**config.mk**
```make
export PLATFORM = sky130hd
export DESIGN_NAME = switch_input_capture
export DESIGN_NICKNAME = d
export VERILOG_FILES = /design/src/rtl/switch_input_capture.sv
export SDC_FILE = /design/constraint.sdc
export NUM_CORES = 1
export LEC_CHECK = 0
export BUFFER_PORTS_ARGS = -buffer_cell sky130_fd_sc_hd__buf_2
export CORE_UTILIZATION = 52
export DETAILED_ROUTE_END_ITERATION = 8
export GPL_ROUTABILITY_DRIVEN = 0
export HOLD_SLACK_MARGIN = 0.02
export MAX_ROUTING_LAYER = met4
export PLACE_DENSITY = 0.76
export SETUP_SLACK_MARGIN = 0.05
export SLEW_MARGIN = 20
export SYNTH_ARGS = -nofsm -noshare
export SYNTH_HDL_FRONTEND = slang
export SYNTH_SLANG_ARGS = --single-unit
```
**constraint.sdc**
```tcl
create_clock -name Clock -period 1.7 [get_ports Clock]
set_input_delay 0.255 -clock Clock [delete_from_list [all_inputs] [get_ports Clock]]
set_output_delay 0.255 -clock Clock [all_outputs]
set_load 0.05 [all_outputs]
```
**src/rtl/switch_input_capture.sv**
```systemverilog
// Switch-bus capture stage: synchronises SW/nKey, debounces the button and latches SW once per press.
// Build with SWCAP_OVERRUN_EN defined to add the sticky overrun output.
//
//   state    | meaning
//   ---------+-----------------------------------------------------------
//   IDLE     | button released and stable, waiting for a press
//   DB_PRESS | button seen low, counting stable-low cycles before capture
//   HELD     | press accepted and captured, waiting for release
//   DB_REL   | button seen high, counting stable-high cycles before IDLE
module switch_input_capture #(
    parameter int DATA_W          = 8,
    parameter int SYNC_STAGES     = 2,
    parameter int DEBOUNCE_CYCLES = 16
) (
    input  logic              Clock,
    input  logic              nReset,
    input  logic [DATA_W-1:0] SW,
    input  logic              nKey,
    input  logic              ack,
    output logic [DATA_W-1:0] usr_input,
    output logic              data_ready,
`ifdef SWCAP_OVERRUN_EN
    output logic              overrun,
`endif
    output logic              key_busy
);

    localparam int CNT_W = $clog2(DEBOUNCE_CYCLES) + 1;
    localparam logic [CNT_W-1:0] CNT_LAST = CNT_W'(DEBOUNCE_CYCLES - 1);

    typedef enum logic [1:0] {
        IDLE     = 2'd0,
        DB_PRESS = 2'd1,
        HELD     = 2'd2,
        DB_REL   = 2'd3
    } state_t;

    logic [DATA_W-1:0]      sw_sync_q [SYNC_STAGES];
    logic [SYNC_STAGES-1:0] key_sync_q;
    logic [DATA_W-1:0]      sw_s;
    logic                   key_s;
    logic                   key_low;

    state_t                 state_q, state_d;
    logic [CNT_W-1:0]       cnt_q, cnt_d;
    logic                   capture;

    logic [DATA_W-1:0]      usr_q, usr_d;
    logic                   ready_q, ready_d;

    // The key synchroniser resets to 1 so a button held through reset is not seen as a press edge early.
    always_ff @(posedge Clock or negedge nReset) begin
        if (!nReset) begin
            for (int i = 0; i < SYNC_STAGES; i++) begin
                sw_sync_q[i] <= '0;
            end
            key_sync_q <= '1;
        end else begin
            sw_sync_q[0] <= SW;
            for (int i = 1; i < SYNC_STAGES; i++) begin
                sw_sync_q[i] <= sw_sync_q[i-1];
            end
            key_sync_q <= {key_sync_q[SYNC_STAGES-2:0], nKey};
        end
    end

    assign sw_s    = sw_sync_q[SYNC_STAGES-1];
    assign key_s   = key_sync_q[SYNC_STAGES-1];
    assign key_low = !key_s;

    always_ff @(posedge Clock or negedge nReset) begin
        if (!nReset) begin
            state_q <= IDLE;
            cnt_q   <= '0;
        end else begin
            state_q <= state_d;
            cnt_q   <= cnt_d;
        end
    end

    always_comb begin
        state_d = state_q;
        cnt_d   = cnt_q;
        capture = 1'b0;
        case (state_q)
            IDLE: begin
                if (key_low) begin
                    state_d = DB_PRESS;
                    cnt_d   = '0;
                end
            end
            DB_PRESS: begin
                if (!key_low) begin
                    state_d = IDLE;
                    cnt_d   = '0;
                end else if (cnt_q == CNT_LAST) begin
                    state_d = HELD;
                    cnt_d   = '0;
                    capture = 1'b1;
                end else begin
                    cnt_d = cnt_q + 1'b1;
                end
            end
            HELD: begin
                if (!key_low) begin
                    state_d = DB_REL;
                    cnt_d   = '0;
                end
            end
            DB_REL: begin
                if (key_low) begin
                    state_d = HELD;
                    cnt_d   = '0;
                end else if (cnt_q == CNT_LAST) begin
                    state_d = IDLE;
                    cnt_d   = '0;
                end else begin
                    cnt_d = cnt_q + 1'b1;
                end
            end
            default: begin
                state_d = IDLE;
                cnt_d   = '0;
            end
        endcase
    end

    // Capture outranks ack: a fresh value must never be hidden by a stale acknowledge.
    always_comb begin
        usr_d   = usr_q;
        ready_d = ready_q;
        if (capture) begin
            usr_d   = sw_s;
            ready_d = 1'b1;
        end else if (ack) begin
            ready_d = 1'b0;
        end
    end

    always_ff @(posedge Clock or negedge nReset) begin
        if (!nReset) begin
            usr_q   <= '0;
            ready_q <= 1'b0;
        end else begin
            usr_q   <= usr_d;
            ready_q <= ready_d;
        end
    end

`ifdef SWCAP_OVERRUN_EN
    logic ovr_q, ovr_d;

    always_comb begin
        ovr_d = ovr_q;
        if (ack && ready_q) begin
            ovr_d = 1'b0;
        end else if (capture && ready_q) begin
            ovr_d = 1'b1;
        end
    end

    always_ff @(posedge Clock or negedge nReset) begin
        if (!nReset) begin
            ovr_q <= 1'b0;
        end else begin
            ovr_q <= ovr_d;
        end
    end

    assign overrun = ovr_q;
`endif

    assign usr_input  = usr_q;
    assign data_ready = ready_q;
    assign key_busy   = (state_q != IDLE);

endmodule
```
==> results.yml <==
placement:
  portBuffers: 21
  dp_hpwl_um: 1130
die:
  io_pins: 22
  die_w_um: 49.3
  core_sq_um: 2040
  die-area_sq_um: 2430
  die_height_um: 49.3
  start_util: 0.570
  row_count: 16
final_layout:
  regArea_sq_um: 853
  area_growth_pct: 25.3
  antenna_cells: 0
  filler_cell_count: 153
  drive_above_1_share: 0.360
  multiInputGateArea_sq_um: 297
  num-nets-final: 126
worst_setup_path:
  cp.required_ns: 1.92
  r2r_start: "cnt_q[0]$_DFFE_PN0P_"
  cp-start-kind: "flop"
  slowest_delay_ns: 0.39
  arrival_ns: 1.77
  critPathMaxFanout: 9
  crit_slowest_cell: "dfrtp_1"
  critPathLaunch: "cnt_q[0]$_DFFE_PN0P_"
  critPathBufInv: 0
  critPathTopFamily: "simple AND/OR/NAND/NOR gates"
  cp_cell_sequence: "ha_1 > and4b_1 > nand3_4 > mux2_4"
  worstSetupEndpointType: "flop"
  path_depth: 4
  crit_type: "flop to flop"
  rrSetupSlack_ns: 0.15
  endpoint: "usr_input[7]$_DFFE_PN0P_"
  r2r-end: "usr_input[7]$_DFFE_PN0P_"
  r2r_cells: 4
run:
  maxCapViolCount: 0
detailed_routing:
  drtPass1Iterations: 4
  ant_nets: 0
  wl_um: 1740
  via_count: 687
  drt_iter0_drc: 12
  viasPerCell: 4.87
  drc_errors: 0
  routedWlPerCell_um: 12.3
global_routing:
  grt_max_degree: 35
  grt_pass1_wl_um: 3020
  antenna_found_initial: 0
  overflow: 0
  track_usage: 0.189
  grt_pass1_vias: 696
synthesis:
  ys_warn_count: 0
  synth_fp_nets: 89
  yosysMostFrequentCell: "dfrtp_1"
  seq_area_frac_synth: 0.733
  synth.top_cells.by_count: "32 x dfrtp_1, 6 x mux2_2, 6 x nand2_1"
  async_flop_share: 1.00
  synth-edff-count: 0
  synth_area_leader_cell: "dfrtp_1"
  ys_top_cells_by_area: "dfrtp_1 69%, mux2_2 5.8%, dfstp_2 4.5%"
  syn_inst: 76
  syn_area_sq_um: 1160
  yosysTopAreaCellShare: 0.687
  synthFlopType: "dfrtp_1"
  yosys.cell_types.count: 24
  synth-seq-cells: 34
  avgSynthCellArea_sq_um: 15.3
timing:
  setup_tns_ns: 0
  finalHoldViolCount: 0
  setup_viol: 0
  period_share: 0.913
  maxSlewViolCount: 0
  whs_ns: 0.117
  finalCriticalPeriod_ns: 1.55
  clock.fmax_mhz: 644
  slew_headroom: 0.535
  rsz0062_at_grt: "no"
  worstMarginPinSlew_ns: 0.698
  finClkSkew_ns: 0.00844
power:
  ir_drop_mv: 0.926
  power_density_nw_per_um2: 939
  power_leakage_uw: 0.000738
  power_uw: 1370
clock_tree:
  cts_root_buffer: "clkbuf_4"
  cts.clk_slew.worst_paths_ns: 0.10
  h-tree-depth: 2
  cts_inserted_buffers: 5
  cts_sinks: 34
  postCtsSetupBuffers: 0
  clockBufferDepth: 2
  worstSkewPairLatency_ns: 0.33
  cts_tree: "yes"
hold_path:
  hold_path.class: "input pin to flop"
outcome:
  status: "completed"
[cell families after synthesis]
group | Yosys count | synth area share
adders and majority gates | 1 | 0.0107
DFF | 34 | 0.733
xor gates and xnor gates | 4 | 0.0301
muxes | 8 | 0.0838
buffers and inverters | 3 | 0.0129
and+or+nand+nor | 16 | 0.0784
AOI/OAI and AO/OA | 10 | 0.0516
[final cells by class]
| type | instances | area share |
|---|---|---|
| multi-input combinational | 39 | 0.203 |
| tap | 27 | 0.0231 |
| timing repair buffer | 32 | 0.146 |
| sequential | 34 | 0.584 |
| clock inverter | 1 | 0.00343 |
| clock buffer | 7 | 0.0377 |
| inverter | 1 | 0.00257 |
[stage by stage]
step	util	setup WS, ns	cells	cell area [sq um]
global route	0.715	0.0506	141	1460
detailed placement	0.637	0.142	123	1300
CTS	0.710	0.126	140	1450
floorplan	-	0.195	76	1160
global placement	0.637	0.193	123	1300
finish	0.715	0.148	141	1460
[metal layers]
| metal | GRT usage | up-vias | wire length (um) |
|---|---|---|---|
| li1 | - | 333 | - |
| met1 | 0.206 | 328 | 750 |
| met2 | 0.274 | 20 | 832 |
| met3 | 0.0935 | 6 | 102 |
| met4 | 0.118 | 0 | 50 |
| met5 | - | - | 0 |
[worst min-delay path by stage]
stage / start / to / slack [ns] / cells past startpoint
5_1_grt: ack / data_ready$_DFFE_PN0P_ / 0.12 / 2
2_1_floorplan: nReset / asynchronous set/reset pin / -0.04 / 0
3_5_place_dp: sw_sync_q[10]$_DFF_PN0_ / sw_s[2]$_DFF_PN0_ / 0.34 / 0
6_report: ack / data_ready$_DFFE_PN0P_ / 0.12 / 2
3_3_place_gp: nReset / data_ready$_DFFE_PN0P_ / 0.33 / 1
4_1_cts: SW[0] / sw_sync_q[8]$_DFF_PN0_ / 0.02 / 1
[layout by cell type, fill, tap and decap left out]
cell type	synthesis	final
clkbuf_4	0	5
o32ai_1	1	1
buf_4	1	1
xor2_1	3	3
nor2_1	2	2
and4b_1	1	1
nand3_4	1	1
dfrtp_1	32	32
a31oi_1	1	1
inv_1	1	1
dfstp_2	2	2
nand2b_1	1	1
or2_2	1	1
xnor2_1	1	1
mux2_2	6	6
clkbuf_8	0	1
o21a_1	1	1
nand2_1	6	6
nand3_1	3	3
o21ai_0	3	3
ha_1	1	1
buf_2	0	21
a21oi_1	2	2
clkbuf_1	1	1
mux2_4	2	2
and3_1	1	1
o22ai_1	2	2
dlygate4sd3_1	0	10
clkinv_2	0	1
[sequential cells by signal, summed over array words and instances, names as in the netlist, named ones only]
name        flops
cnt_q           5
data_ready      1
key_sync_q      2
state_q         1
sw_s            8
sw_sync_q       8
usr_input       8
[power by group]
part           leakage [uW]  internal, uW  total, uW  switching (uW)
registers          0.000427           837        849            11.9
logic              0.000275          35.8       75.3            39.5
clock network     0.0000353           200        447             247
total              0.000738          1070       1370             298
[repair_timing]
| item | 4_1_cts | 5_1_grt |
|---|---|---|
| endpoints found under the hold margin | 40 | 1 |
| resized for setup | 0 | 0 |
| hold buffers | 9 | 1 |
| endpoints found under the setup margin | 0 | 0 |
(Power assumes the default switching activity.)
